File: src/rtl/load_store_unit_pkg.sv
// Shared width constants, RISC-V funct3 codes and decode helpers for the load/store unit.
package load_store_unit_pkg;

    localparam int WORD_W = 32;
    localparam int HALF_W = 16;
    localparam int BYTE_W = 8;
    localparam int WE_W   = 4;

    localparam logic [2:0] F3_B  = 3'b000;
    localparam logic [2:0] F3_H  = 3'b001;
    localparam logic [2:0] F3_W  = 3'b010;
    localparam logic [2:0] F3_BU = 3'b100;
    localparam logic [2:0] F3_HU = 3'b101;

    function automatic logic [2:0] access_size(input logic [2:0] f3);
        case (f3[1:0])
            2'b00:   return 3'd1;
            2'b01:   return 3'd2;
            default: return 3'd4;
        endcase
    endfunction

    // Stores have no unsigned variants, so BU/HU are only legal for loads.
    function automatic logic f3_legal(input logic we, input logic [2:0] f3);
        if (we) return (f3 == F3_B) || (f3 == F3_H) || (f3 == F3_W);
        return f3 inside {F3_B, F3_H, F3_W, F3_BU, F3_HU};
    endfunction

    // Worst case 3 + 4 - 1 = 6 still fits in three bits.
    function automatic logic is_misaligned(input logic [1:0] off, input logic [2:0] f3);
        return ({1'b0, off} + access_size(f3) - 3'd1) > 3'd3;
    endfunction

endpackage

File: src/rtl/lsu_align.sv
// Combinational lane logic: store data rotation, per-lane byte enables and load extraction/extension.
module lsu_align
    import load_store_unit_pkg::*;
(
    input  logic [1:0]        off_i,
    input  logic [2:0]        funct3_i,
    input  logic [WORD_W-1:0] wdata_i,
    input  logic [WORD_W-1:0] lo_word_i,
    input  logic [WORD_W-1:0] hi_word_i,
    output logic [WORD_W-1:0] wdata_rot_o,
    output logic [WE_W-1:0]   we_lo_o,
    output logic [WE_W-1:0]   we_hi_o,
    output logic [WORD_W-1:0] rdata_ext_o
);

    logic [2*WORD_W-1:0] rot_pair;
    logic [2*WORD_W-1:0] rd_pair;
    logic [WORD_W-1:0]   rd_shift;
    logic [WE_W-1:0]     mask;
    logic [2*WE_W-1:0]   mask_sh;

    // Rotating the doubled word keeps every byte, so the same data serves both words of a split store.
    assign rot_pair    = {wdata_i, wdata_i} << {off_i, 3'b000};
    assign wdata_rot_o = rot_pair[2*WORD_W-1:WORD_W];

    assign rd_pair  = {hi_word_i, lo_word_i} >> {off_i, 3'b000};
    assign rd_shift = rd_pair[WORD_W-1:0];

    always_comb begin
        // NOTE: every output of a combinational block gets a value on every path; a default first rules out latches.
        mask = 4'b1111;
        case (funct3_i[1:0])
            2'b00:   mask = 4'b0001;
            2'b01:   mask = 4'b0011;
            default: mask = 4'b1111;
        endcase
    end

    assign mask_sh = {4'b0000, mask} << off_i;
    assign we_lo_o = mask_sh[WE_W-1:0];
    assign we_hi_o = mask_sh[2*WE_W-1:WE_W];

    always_comb begin
        rdata_ext_o = rd_shift;
        case (funct3_i)
            F3_B:    rdata_ext_o = {{(WORD_W-BYTE_W){rd_shift[BYTE_W-1]}}, rd_shift[BYTE_W-1:0]};
            F3_H:    rdata_ext_o = {{(WORD_W-HALF_W){rd_shift[HALF_W-1]}}, rd_shift[HALF_W-1:0]};
            F3_BU:   rdata_ext_o = {{(WORD_W-BYTE_W){1'b0}}, rd_shift[BYTE_W-1:0]};
            F3_HU:   rdata_ext_o = {{(WORD_W-HALF_W){1'b0}}, rd_shift[HALF_W-1:0]};
            default: rdata_ext_o = rd_shift;
        endcase
    end

endmodule

File: src/rtl/load_store_unit.sv
// Single-port load/store unit: one request at a time, misaligned accesses optionally split into two word accesses.
module load_store_unit
    import load_store_unit_pkg::*;
#(
    parameter bit SPLIT_EN = 1'b1
) (
    input  logic        clk,
    input  logic        rst_n,
    input  logic        req_valid,
    output logic        req_ready,
    input  logic        req_we,
    input  logic [2:0]  req_funct3,
    input  logic [31:0] req_addr,
    input  logic [31:0] req_wdata,
    output logic        resp_valid,
    input  logic        resp_ready,
    output logic [31:0] resp_rdata,
    output logic        resp_err,
    output logic [31:0] mem_addr,
    output logic [31:0] mem_wdata,
    output logic [3:0]  mem_we,
    input  logic [31:0] mem_rdata
);

    localparam logic [2:0] S_IDLE = 3'd0;
    localparam logic [2:0] S_LO   = 3'd1;
    localparam logic [2:0] S_HI   = 3'd2;
    localparam logic [2:0] S_WAIT = 3'd3;
    localparam logic [2:0] S_RESP = 3'd4;

    logic [2:0]        state_q, state_d;
    logic              we_q;
    logic [2:0]        funct3_q;
    logic [31:0]       addr_q;
    logic [31:0]       wdata_q;
    logic              split_q;
    logic [31:0]       lo_data_q;
    logic [31:0]       resp_rdata_q, resp_rdata_d;
    logic              resp_err_q, resp_err_d;

    logic              accept;
    logic              acc_legal;
    logic              acc_mis;
    logic [31:0]       lo_word_addr;
    logic [31:0]       hi_word_addr;
    logic [31:0]       wdata_rot;
    logic [WE_W-1:0]   we_lo;
    logic [WE_W-1:0]   we_hi;
    logic [31:0]       rdata_ext;

    assign accept    = req_valid && (state_q == S_IDLE);
    assign acc_legal = f3_legal(req_we, req_funct3);
    assign acc_mis   = is_misaligned(req_addr[1:0], req_funct3);

    assign lo_word_addr = {addr_q[31:2], 2'b00};
    assign hi_word_addr = lo_word_addr + 32'd4;

    // An unsplit access has only one word; mem_rdata in WAIT then supplies both halves of the pair.
    lsu_align u_align (
        .off_i       (addr_q[1:0]),
        .funct3_i    (funct3_q),
        .wdata_i     (wdata_q),
        .lo_word_i   (split_q ? lo_data_q : mem_rdata),
        .hi_word_i   (mem_rdata),
        .wdata_rot_o (wdata_rot),
        .we_lo_o     (we_lo),
        .we_hi_o     (we_hi),
        .rdata_ext_o (rdata_ext)
    );

    always_comb begin
        state_d      = state_q;
        resp_rdata_d = resp_rdata_q;
        resp_err_d   = resp_err_q;
        case (state_q)
            S_IDLE: begin
                if (accept) begin
                    if (!acc_legal || (acc_mis && !SPLIT_EN)) begin
                        state_d      = S_RESP;
                        resp_err_d   = 1'b1;
                        resp_rdata_d = 32'h0;
                    end else begin
                        state_d = S_LO;
                    end
                end
            end
            S_LO:   state_d = split_q ? S_HI : S_WAIT;
            S_HI:   state_d = S_WAIT;
            S_WAIT: begin
                state_d      = S_RESP;
                resp_err_d   = 1'b0;
                resp_rdata_d = we_q ? 32'h0 : rdata_ext;
            end
            S_RESP: begin
                if (resp_ready) begin
                    state_d      = S_IDLE;
                    resp_err_d   = 1'b0;
                    resp_rdata_d = 32'h0;
                end
            end
            default: state_d = S_IDLE;
        endcase
    end

    // NOTE: state registers use non-blocking assignments so every flop samples pre-edge values.
    always_ff @(posedge clk or negedge rst_n) begin
        if (!rst_n) begin
            state_q      <= S_IDLE;
            we_q         <= 1'b0;
            funct3_q     <= 3'b000;
            addr_q       <= 32'h0;
            wdata_q      <= 32'h0;
            split_q      <= 1'b0;
            lo_data_q    <= 32'h0;
            resp_rdata_q <= 32'h0;
            resp_err_q   <= 1'b0;
        end else begin
            state_q      <= state_d;
            resp_rdata_q <= resp_rdata_d;
            resp_err_q   <= resp_err_d;
            if (accept) begin
                we_q     <= req_we;
                funct3_q <= req_funct3;
                addr_q   <= req_addr;
                wdata_q  <= req_wdata;
                split_q  <= SPLIT_EN && acc_mis;
            end
            if (state_q == S_HI) lo_data_q <= mem_rdata;
        end
    end

    // Memory-side outputs decode straight from state, so a reset silences the port in the same cycle.
    always_comb begin
        mem_addr  = 32'h0;
        mem_we    = 4'b0000;
        mem_wdata = 32'h0;
        case (state_q)
            S_LO: begin
                mem_addr = lo_word_addr;
                if (we_q) begin
                    mem_we    = we_lo;
                    mem_wdata = wdata_rot;
                end
            end
            S_HI: begin
                mem_addr = hi_word_addr;
                if (we_q) begin
                    mem_we    = we_hi;
                    mem_wdata = wdata_rot;
                end
            end
            S_WAIT:  mem_addr = split_q ? hi_word_addr : lo_word_addr;
            default: mem_addr = 32'h0;
        endcase
    end

    assign req_ready  = (state_q == S_IDLE);
    assign resp_valid = (state_q == S_RESP);
    assign resp_rdata = resp_rdata_q;
    assign resp_err   = resp_err_q;

endmodule
File: config.mk
export PLATFORM = sky130hd
export DESIGN_NAME = load_store_unit
export DESIGN_NICKNAME = d
export VERILOG_FILES = /design/src/rtl/load_store_unit_pkg.sv /design/src/rtl/lsu_align.sv /design/src/rtl/load_store_unit.sv
export SDC_FILE = /design/constraint.sdc
export NUM_CORES = 1
export LEC_CHECK = 0
export CAP_MARGIN = 25
export CORE_MARGIN = 2
export CORE_UTILIZATION = 40
export DETAILED_ROUTE_END_ITERATION = 7
export PLACE_DENSITY = 0.74
export SYNTH_ARGS = -nofsm -noshare
export SYNTH_HDL_FRONTEND = slang
export SYNTH_SLANG_ARGS = --single-unit
File: constraint.sdc
create_clock -name clk -period 5.86 [get_ports clk]
set_clock_uncertainty 0.05 [all_clocks]
set_input_delay 1.465 -clock clk [delete_from_list [all_inputs] [get_ports clk]]
set_output_delay 1.465 -clock clk [all_outputs]
set_load 0.02 [all_outputs]
==> results of run 1 <==
==> cell usage after synthesis (3+ instances only) <==
cell type  number  area, um^2
a31o_2          4        35.0
a22o_1         11        96.3
and3_1          7        43.8
clkbuf_1       26        97.6
or3_1           3        18.8
a211oi_1        5        37.5
nor3_1          8        40.0
a21oi_1         8        40.0
o21ai_0        27         135
nand3_1        18        90.1
a31oi_1        17         106
nand2_1        26        97.6
nor2b_1        35         219
nor4_1          3        18.8
a41oi_1         7        61.3
buf_4           3        22.5
buf_2          21         105
dfrtp_1       137        3430
nand2b_1        7        43.8
a221o_1        23         230
buf_1           8        30.0
a21o_1          5        37.5
and2_1          6        37.5
o31ai_1         3        22.5
nor2_1         14        52.6
mux2_2        126        1420
mux2i_1         5        50.1
mux4_2         62        1400
and4_1          5        43.8
nor3b_1         3        22.5
nand4_1         7        43.8
inv_1          15        56.3
==> worst reg2reg max path, stage by stage (launching register included) <==
cell and delay, ps:
dfrtp_1 560, nor4bb_2 950, and2_1 720, a221o_1 280
==> cell type report <==
| type | count | area (um^2) |
|---|---|---|
| antenna | 1 | 2.50 |
| clock buffer | 22 | 484 |
| clock inverter | 10 | 165 |
| fill | 1791 | 9490 |
| inverter | 15 | 56.3 |
| multi-input combinational | 481 | 4790 |
| sequential | 137 | 3440 |
| tap | 275 | 344 |
| timing repair buffer | 215 | 2190 |
==> where the power goes <==
group	internal [mW]	switching (mW)	total, mW
sequential	1.43	0.524	1.95
clock	0.759	0.413	1.17
combinational	2.20	1.80	4.00
total	4.39	2.74	7.12
==> placed cells by master, fill, tap and decap left out, drive strengths merged, types with 11 or more instances in the layout <==
cell type	n
clkdlybuf4s50	203
mux4	62
dfrtp	137
o21ai	27
inv	15
nor2	15
nand3	20
buf	12
a22o	11
mux2	126
a221o	23
clkbuf	22
nand2	26
a31oi	17
nor2b	35
==> layer usage <==
layer  part of all wire [%]  global-route usage (%)  wire (um)  vias up
met4                    1.8                    6.60        427        0
li1                       -                       -          -     3042
met3                    7.9                    5.85       1830       26
met5                      0                       0          0        -
met2                     47                    32.0      10900      233
met1                     43                    28.7       9900     3389
==> per-stage QoR <==
step,std cells,util (%)
floorplan,691,-
global placement,1120,51.2
detailed placement,1121,51.3
CTS,1153,54.4
global route,1156,54.7
finish,1156,54.7
==> cells by family (layout without fill, tap and decap cells) <==
family | Yosys count | count (layout) | share of synthesized area (%)
other | 1 | 3 | 0.0441
muxes | 193 | 193 | 33.7
buffers and inverters | 73 | 262 | 3.67
AOI/OAI and AO/OA | 128 | 128 | 11.4
adders and majority gates | 2 | 2 | 0.294
DFF | 137 | 137 | 40.3
and+or+nand+nor | 156 | 156 | 10.5
==> registers in the layout, summed over array words and instances, names as in the netlist <==
register and flops:
state_q 3, wdata_q 32, funct3_q 3, resp_err 1, addr_q 32, we_q 1, lo_data_q 32, resp_rdata 32
split_q 1
==> final timing paths <==
path	cells past startpoint	slack [ps]	startpoint	endpoint
hold / removal	1	450	resp_rdata[15]$_DFFE_PN0P_	resp_rdata[15]$_DFFE_PN0P_
max in group asynchronous	3	3760	rst_n	addr_q[1]$_DFFE_PN0P_
min in group asynchronous	2	1000	rst_n	resp_rdata[14]$_DFFE_PN0P_
setup reg to reg	3	3250	state_q[1]$_DFFE_PN0P_	resp_rdata[30]$_DFFE_PN0P_
hold reg to reg	1	450	resp_rdata[15]$_DFFE_PN0P_	resp_rdata[15]$_DFFE_PN0P_
setup / recovery	6	1130	split_q$_DFFE_PN0P_	mem_addr[23]
==> impl_metrics.env, run 1 <==
export IMPL_nNetsFinal=973
export IMPL_setup_violations=0
export IMPL_cts_made_buffers=17
export IMPL_antenna_left=0
export IMPL_tns_ps=0
export IMPL_cts_hold_buffers=0
export IMPL_vias=6690
export IMPL_cpPeakStageDelay_ps=600
export IMPL_synth_cell_types=55
export IMPL_pin_count=207
export IMPL_maxSlewHeadroom_pct=32.4
export IMPL_tightest_slew_ps=1000
export IMPL_portBuffers=204
export IMPL_drt_first_pass_iters=4
export IMPL_cp_required_ps=4350
export IMPL_synth_area_um2=8500
export IMPL_track_usage_pct=20.8
export IMPL_cp_cell_sequence="buf_4 > nor2b_1 > or2_1 > or4_1 > nand3_1 > clkdlybuf4s50_1"
export IMPL_critPathSlowestCell="clkdlybuf4s50_1"
export IMPL_cap_violations=0
export IMPL_p_per_area_nw_per_um2=622
export IMPL_final_hold_violation_count=0
export IMPL_antenna_found_initial=1
export IMPL_dp_hpwl_um=16100
export IMPL_cts_sinks=137
export IMPL_vdd_ir_drop_max_mv=0.352
export IMPL_place_congestion=0.845
export IMPL_synth_ff_type="dfrtp_1"
export IMPL_leakage_nw=4.42
export IMPL_drive_gt1_share_pct=28.3
export IMPL_dpl_worst_slack_ps=1550
export IMPL_cp_top_family="simple AND/OR/NAND/NOR gates"
export IMPL_endpoint_kind="output pin"
export IMPL_start_util_pct=40.6
export IMPL_clkTransAtPathRegs_ps=60
export IMPL_grt_max_degree=101
export IMPL_die_w_um=150
export IMPL_yosysSeqAreaShare_pct=40.3
export IMPL_drt_total_wl_um=23100
export IMPL_criticalPathCategory="reg2out"
export IMPL_tritoncts="done"
export IMPL_via_per_inst=5.79
export IMPL_fin_crit_ps=4730
export IMPL_overflow=0
export IMPL_worstSetupStartpointType="flop"
export IMPL_final_max_slew_viol_count=0
export IMPL_cts_setup_buffers=0
export IMPL_critical_path_peak_fanout=36
export IMPL_core_area_um2=21000
export IMPL_synthArstFlopShare_pct=100
export IMPL_die_area_um2=22400
export IMPL_hold_class="reg2reg"
export IMPL_worstSkewPairLatency_ps=420
export IMPL_postPlaceCellArea_um2=10800
export IMPL_drt_iter0_markers=435
export IMPL_syn_inst=690
export IMPL_die_h_um=150
export IMPL_grt_setup_unrepaired="no"
export IMPL_ys_warn_count=0
export IMPL_routedWlPerCell_um=20.0
export IMPL_synth_area_per_cell_um2=12.3
export IMPL_synth_enable_flop_cells=0
export IMPL_route_detailed_drc=0
export IMPL_totalPowerFinal_mw=7.12
export IMPL_finalCritPeriodShare_pct=80.7
export IMPL_arrival_ps=3220
export IMPL_htreeDepth=4
export IMPL_grt_pass1_vias=6409
export IMPL_status="complete, no violations"
export IMPL_rows=53
export IMPL_grt_pass1_wl_um=36200
export IMPL_whs_ps=448
export IMPL_area_delta_synth_final_pct=34.9
export IMPL_worst_path_buf_inv=2
export IMPL_fmax_ghz=0.211
export IMPL_timing_final_ws_setup_ps=1130
export IMPL_cts_resized=0
export IMPL_ys_ff_latch=137
export IMPL_root_buffer="clkbuf_16"
export IMPL_clock_path_buffers=2
export IMPL_design_area_um2=11500
Note: power is estimated with default switching activity, not from simulation.
==> run 2: changes to the inputs <==
==> constraint.sdc (replaced) <==
create_clock -name clk -period 4.4 [get_ports clk]
set_clock_uncertainty 0.05 [all_clocks]
set_input_delay 1.1 -clock clk [delete_from_list [all_inputs] [get_ports clk]]
set_output_delay 1.1 -clock clk [all_outputs]
set_load 0.02 [all_outputs]
==> run 2 against run 1 <==
Clock-buffer cell count decreased by 1. Via count rose by 1.4%. Worst setup slack worse by 900 ps. Clock power grew 25%. Final area is 0.64% lower. Sequential power rose by 42%. Global-route usage is 0.35 points lower. Critical path depth is 1 lower. Sequential cell count stayed put. Combinational power grew 28%. Worst hold slack improved by 3.8 ps. Sequential share of layout area is 0.19 points higher. Largest cell class unchanged.
==> impl_metrics.env, run 2 (synthesis gave the netlist of run 1 again) <==
export IMPL_vias=6781
export IMPL_leakage_nw=4.39
export IMPL_start_util_pct=40.6
export IMPL_root_buffer="clkbuf_16"
export IMPL_layout_cells_most_common_list="203 x clkdlybuf4s50_1, 135 x dfrtp_1, 126 x mux2_2"
export IMPL_r2r_slack_ps=1800
export IMPL_overflow=0
export IMPL_dpl_worst_slack_ps=663
export IMPL_via_per_inst=5.85
export IMPL_clkTransAtPathRegs_ps=60
export IMPL_route_detailed_drc=0
export IMPL_whs_ps=452
export IMPL_endpoint_kind="output pin"
export IMPL_tritoncts="done"
export IMPL_holdPathEnd="lo_data_q[20]$_DFFE_PN0P_"
export IMPL_dr_wl_met2_um=10800
export IMPL_reg2reg_to="resp_rdata[18]$_DFFE_PN0P_"
export IMPL_drt_first_pass_iters=5
export IMPL_pin_count=207
export IMPL_drt_met1_wl_um=9950
export IMPL_fmax_ghz=0.240
export IMPL_worst_r2r_startpoint="addr_q[1]$_DFFE_PN0P_"
export IMPL_dr_wl_met3_um=1630
export IMPL_die_area_um2=22400
export IMPL_hold_depth=1
export IMPL_drive_gt1_share_pct=28.6
export IMPL_timing_final_ws_setup_ps=231
export IMPL_grt_pass1_wl_um=35400
export IMPL_place_congestion=0.878
export IMPL_die_w_um=150
export IMPL_drt_total_wl_um=22700
export IMPL_fin_util_pct=54.3
export IMPL_layout_commonest_cell="clkdlybuf4s50_1"
export IMPL_final_max_slew_viol_count=0
export IMPL_drt_iter0_markers=462
export IMPL_arrival_ps=3020
export IMPL_clock_path_buffers=2
export IMPL_htreeDepth=4
export IMPL_worstSkewPairLatency_ps=420
export IMPL_antenna_left=0
export IMPL_routedWlPerCell_um=19.6
export IMPL_reg2reg_depth=3
export IMPL_grt_setup_unrepaired="no"
export IMPL_dp_cells=1127
export IMPL_fin_crit_ps=4170
export IMPL_hold_class="reg2reg"
export IMPL_track_usage_pct=20.5
export IMPL_grt_max_degree=75
export IMPL_critical_path_peak_fanout=9
export IMPL_cts_made_buffers=17
export IMPL_area_delta_synth_final_pct=34.0
export IMPL_p_per_area_nw_per_um2=820
export IMPL_cts_sinks=137
export IMPL_rows=53
export IMPL_cap_violations=0
export IMPL_die_h_um=150
export IMPL_status="complete, no violations"
export IMPL_hp_start="lo_data_q[20]$_DFFE_PN0P_"
export IMPL_dp_hpwl_um=16300
export IMPL_portBuffers=204
export IMPL_cts_hold_buffers=0
export IMPL_grt_pass1_vias=6402
export IMPL_worstSetupStartpointType="flop"
export IMPL_maxSlewHeadroom_pct=30.8
export IMPL_finalCritPeriodShare_pct=94.8
export IMPL_tns_ps=0
export IMPL_cp_required_ps=3250
export IMPL_final_hold_violation_count=0
export IMPL_setup_violations=0
export IMPL_core_area_um2=21000
export IMPL_antenna_found_initial=0
export IMPL_final_cells=1160
export IMPL_top_layer_used="met4"
export IMPL_vdd_ir_drop_max_mv=0.312
export IMPL_tightest_slew_ps=1020
export IMPL_nNetsFinal=977
export IMPL_criticalPathCategory="reg2out"
==> run 2: cell types whose count changed in the layout (fill, tap and decap cells not counted), sizes merged <==
cell,before,now
bufinv,4,3
inv,15,16
clkbuf,22,21
clkinvlp,0,3
clkinv,6,4
buf,12,16
==> run 2: per-layer routing <==
| layer | track usage, % | up-vias |
|---|---|---|
| met4 | 6.32 | 0 |
| met2 | 31.1 | 253 |
| met1 | 29.1 | 3431 |
| met5 | 0 | - |
| met3 | 5.00 | 27 |
| li1 | - | 3070 |
==> run 2: worst max-delay path: stages, from the launching register on <==
cell             delay (ps)
dfrtp_1                 460
nand3_2                 160
or4_1                   720
or4b_1                  550
nand3_1                 110
clkdlybuf4s50_1         610
==> run 2: metrics by stage <==
stage / cell area [um^2] / power [mW]
4_1_cts: 11400 / 9.38
6_report: 11400 / 9.33
2_1_floorplan: 8500 / 6.10
5_1_grt: 11400 / 9.90
3_3_place_gp: 10800 / 7.77
3_5_place_dp: 10800 / 7.88
==> run 2: worst max-delay path by stage <==
stage,start,cells after the start,slack (ps),to
after floorplan,addr_q[2]$_DFFE_PN0P_,5,1130,mem_addr[28]
after global placement,addr_q[7]$_DFFE_PN0P_,5,680,mem_addr[31]
after detailed placement,state_q[2]$_DFFE_PN0P_,5,660,mem_addr[24]
after CTS,state_q[2]$_DFFE_PN0P_,5,200,mem_addr[24]
after global routing,state_q[1]$_DFFE_PN0P_,5,50,mem_addr[26]
final,addr_q[7]$_DFFE_PN0P_,5,230,mem_addr[31]
==> run 2: report_power, final <==
| part | internal (mW) | switching, mW | leakage [nW] | total, mW |
|---|---|---|---|---|
| clock | 0.921 | 0.542 | 0.289 | 1.46 |
| sequential | 1.90 | 0.860 | 1.68 | 2.76 |
| combinational | 2.91 | 2.21 | 2.42 | 5.12 |
==> run 2: cell type report <==
cell class	instances	area, um^2
antenna	1	2.50
clock buffer	21	460
clock inverter	11	145
fill	1831	9570
inverter	15	56.3
multi-input combinational	481	4790
sequential	137	3440
tap	275	344
timing repair buffer	219	2160
==> run 2: repair_timing <==
item                       CTS  global route
setup endpoints to repair    0             4
resized for setup            0             1
setup buffers                0             0
==> run 3: changes to the inputs <==
==> constraint.sdc (replaced) <==
create_clock -name clk -period 4.71 [get_ports clk]
set_clock_uncertainty 0.05 [all_clocks]
set_input_delay 1.1775 -clock clk [delete_from_list [all_inputs] [get_ports clk]]
set_output_delay 1.1775 -clock clk [all_outputs]
set_load 0.02 [all_outputs]
==> run 3 against run 2 <==
Final area is 0.45% higher. Global-route usage about the same. Non-clock buffer count stayed put. Register-to-register slack gained 290 ps.
==> impl_metrics.env, run 3 (synthesis gave the netlist of run 1 again) <==
export IMPL_p_per_area_nw_per_um2=772
export IMPL_overflow=0
export IMPL_cts_hold_buffers=0
export IMPL_fin_crit_ps=4330
export IMPL_drt_iter0_markers=391
export IMPL_cts_setup_buffers=0
export IMPL_final_max_slew_viol_count=0
export IMPL_fmax_ghz=0.231
export IMPL_clock_path_buffers=2
export IMPL_vias=6685
export IMPL_dp_cells=1126
export IMPL_arrival_ps=3110
export IMPL_cap_violations=0
export IMPL_grt_setup_unrepaired="no"
export IMPL_critical_path_peak_fanout=11
export IMPL_pwr_share_comb_pct=54.5
export IMPL_cp_required_ps=3480
export IMPL_antenna_left=0
export IMPL_fin_util_pct=54.6
export IMPL_tns_ps=0
export IMPL_drt_met1_wl_um=10100
export IMPL_finalCritPeriodShare_pct=92.0
export IMPL_dpl_worst_slack_ps=888
export IMPL_leakage_nw=4.41
export IMPL_place_congestion=0.892
export IMPL_grt_pass1_wl_um=35600
export IMPL_drt_total_wl_um=23000
export IMPL_area_delta_synth_final_pct=34.6
export IMPL_drive_gt1_share_pct=28.6
export IMPL_die_w_um=150
export IMPL_design_area_um2=11400
export IMPL_die_h_um=150
export IMPL_clockPowerShare_pct=16.6
export IMPL_routedWlPerCell_um=19.8
export IMPL_tightest_slew_ps=989
export IMPL_drt_first_pass_iters=4
export IMPL_num_antenna_cells=0
export IMPL_final_cells=1159
export IMPL_p_switching_mw=3.39
export IMPL_rows=53
export IMPL_endpoint_kind="output pin"
export IMPL_p_int_mw=5.43
export IMPL_dp_hpwl_um=16400
export IMPL_timing_final_ws_setup_ps=377
export IMPL_totalPowerFinal_mw=8.83
export IMPL_core_area_um2=21000
export IMPL_pin_count=207
export IMPL_worstSetupStartpointType="flop"
export IMPL_worstSkewPairLatency_ps=420
export IMPL_die_area_um2=22400
export IMPL_hold_depth=1
export IMPL_hold_class="reg2reg"
export IMPL_clkTransAtPathRegs_ps=60
export IMPL_grt_pass1_vias=6535
export IMPL_antenna_found_initial=0
export IMPL_grt_max_degree=95
export IMPL_nNetsFinal=977
export IMPL_dr_wl_met2_um=10800
export IMPL_switching_share_pct=38.5
export IMPL_cts_sinks=137
export IMPL_via_per_inst=5.77
export IMPL_top_layer_used="met4"
export IMPL_final_hold_violation_count=0
export IMPL_route_detailed_drc=0
export IMPL_dr_wl_met3_um=1510
export IMPL_cts_made_buffers=17
export IMPL_whs_ps=452
export IMPL_postPlaceCellArea_um2=10800
export IMPL_start_util_pct=40.6
export IMPL_maxSlewHeadroom_pct=33.1
export IMPL_portBuffers=204
export IMPL_p_seq_share_pct=29.0
export IMPL_reg2reg_depth=4
export IMPL_tritoncts="done"
export IMPL_status="complete, no violations"
export IMPL_layout_cells_most_common_list="203 x clkdlybuf4s50_1, 135 x dfrtp_1, 126 x mux2_2"
export IMPL_setup_violations=0
export IMPL_htreeDepth=4
export IMPL_layout_commonest_cell="clkdlybuf4s50_1"
export IMPL_cts_resized=0
export IMPL_vdd_ir_drop_max_mv=0.286
export IMPL_root_buffer="clkbuf_16"
export IMPL_track_usage_pct=20.5
export IMPL_criticalPathCategory="reg2out"
run 3: area by class of cell:
type                            count  area, um^2
Fill cell                        1803        9520
Clock inverter                     10         163
Tap cell                          275         344
Multi-Input combinational cell    481        4790
Sequential cell                   137        3440
Inverter                           15        56.3
Clock buffer                       22         484
Timing Repair Buffer              219        2170
run 3: power by group through the flow:
stage	sequential, mW	combinational, mW	clock [mW]
final	2.56	4.81	1.46
after floorplan	2.31	3.39	0
after detailed placement	2.57	4.81	0
after global placement	2.53	4.74	0
after global routing	2.67	5.14	1.54
after CTS	2.55	4.83	1.49
run 3: routing by layer:
metal | vias to the layer above | global-route usage [%]
met3 | 34 | 4.88
met5 | - | 0
met1 | 3353 | 28.4
met4 | 0 | 7.26
li1 | 3062 | -
met2 | 236 | 31.7
run 3: path summary, 6_finish.rpt:
| kind | slack, ps | from | endpoint |
|---|---|---|---|
| worst max-delay path | 380 | state_q[2]$_DFFE_PN0P_ | mem_addr[30] |
| worst min-delay path | 450 | lo_data_q[19]$_DFFE_PN0P_ | lo_data_q[19]$_DFFE_PN0P_ |
| worst max register to register | 2090 | state_q[0]$_DFFE_PN0P_ | wdata_q[22]$_DFFE_PN0P_ |
| worst min register to register | 450 | lo_data_q[19]$_DFFE_PN0P_ | lo_data_q[19]$_DFFE_PN0P_ |
| max in group asynchronous | 3060 | rst_n | wdata_q[16]$_DFFE_PN0P_ |
| min in group asynchronous | 790 | rst_n | resp_rdata[4]$_DFFE_PN0P_ |
run 3: worst max-delay path, stage by stage, from the launching register on:
cell and delay [ps]:
dfrtp_1 500, nand2b_1 320, nor4_1 560, a41oi_1 200, a211oi_1 410, clkdlybuf4s50_1 690
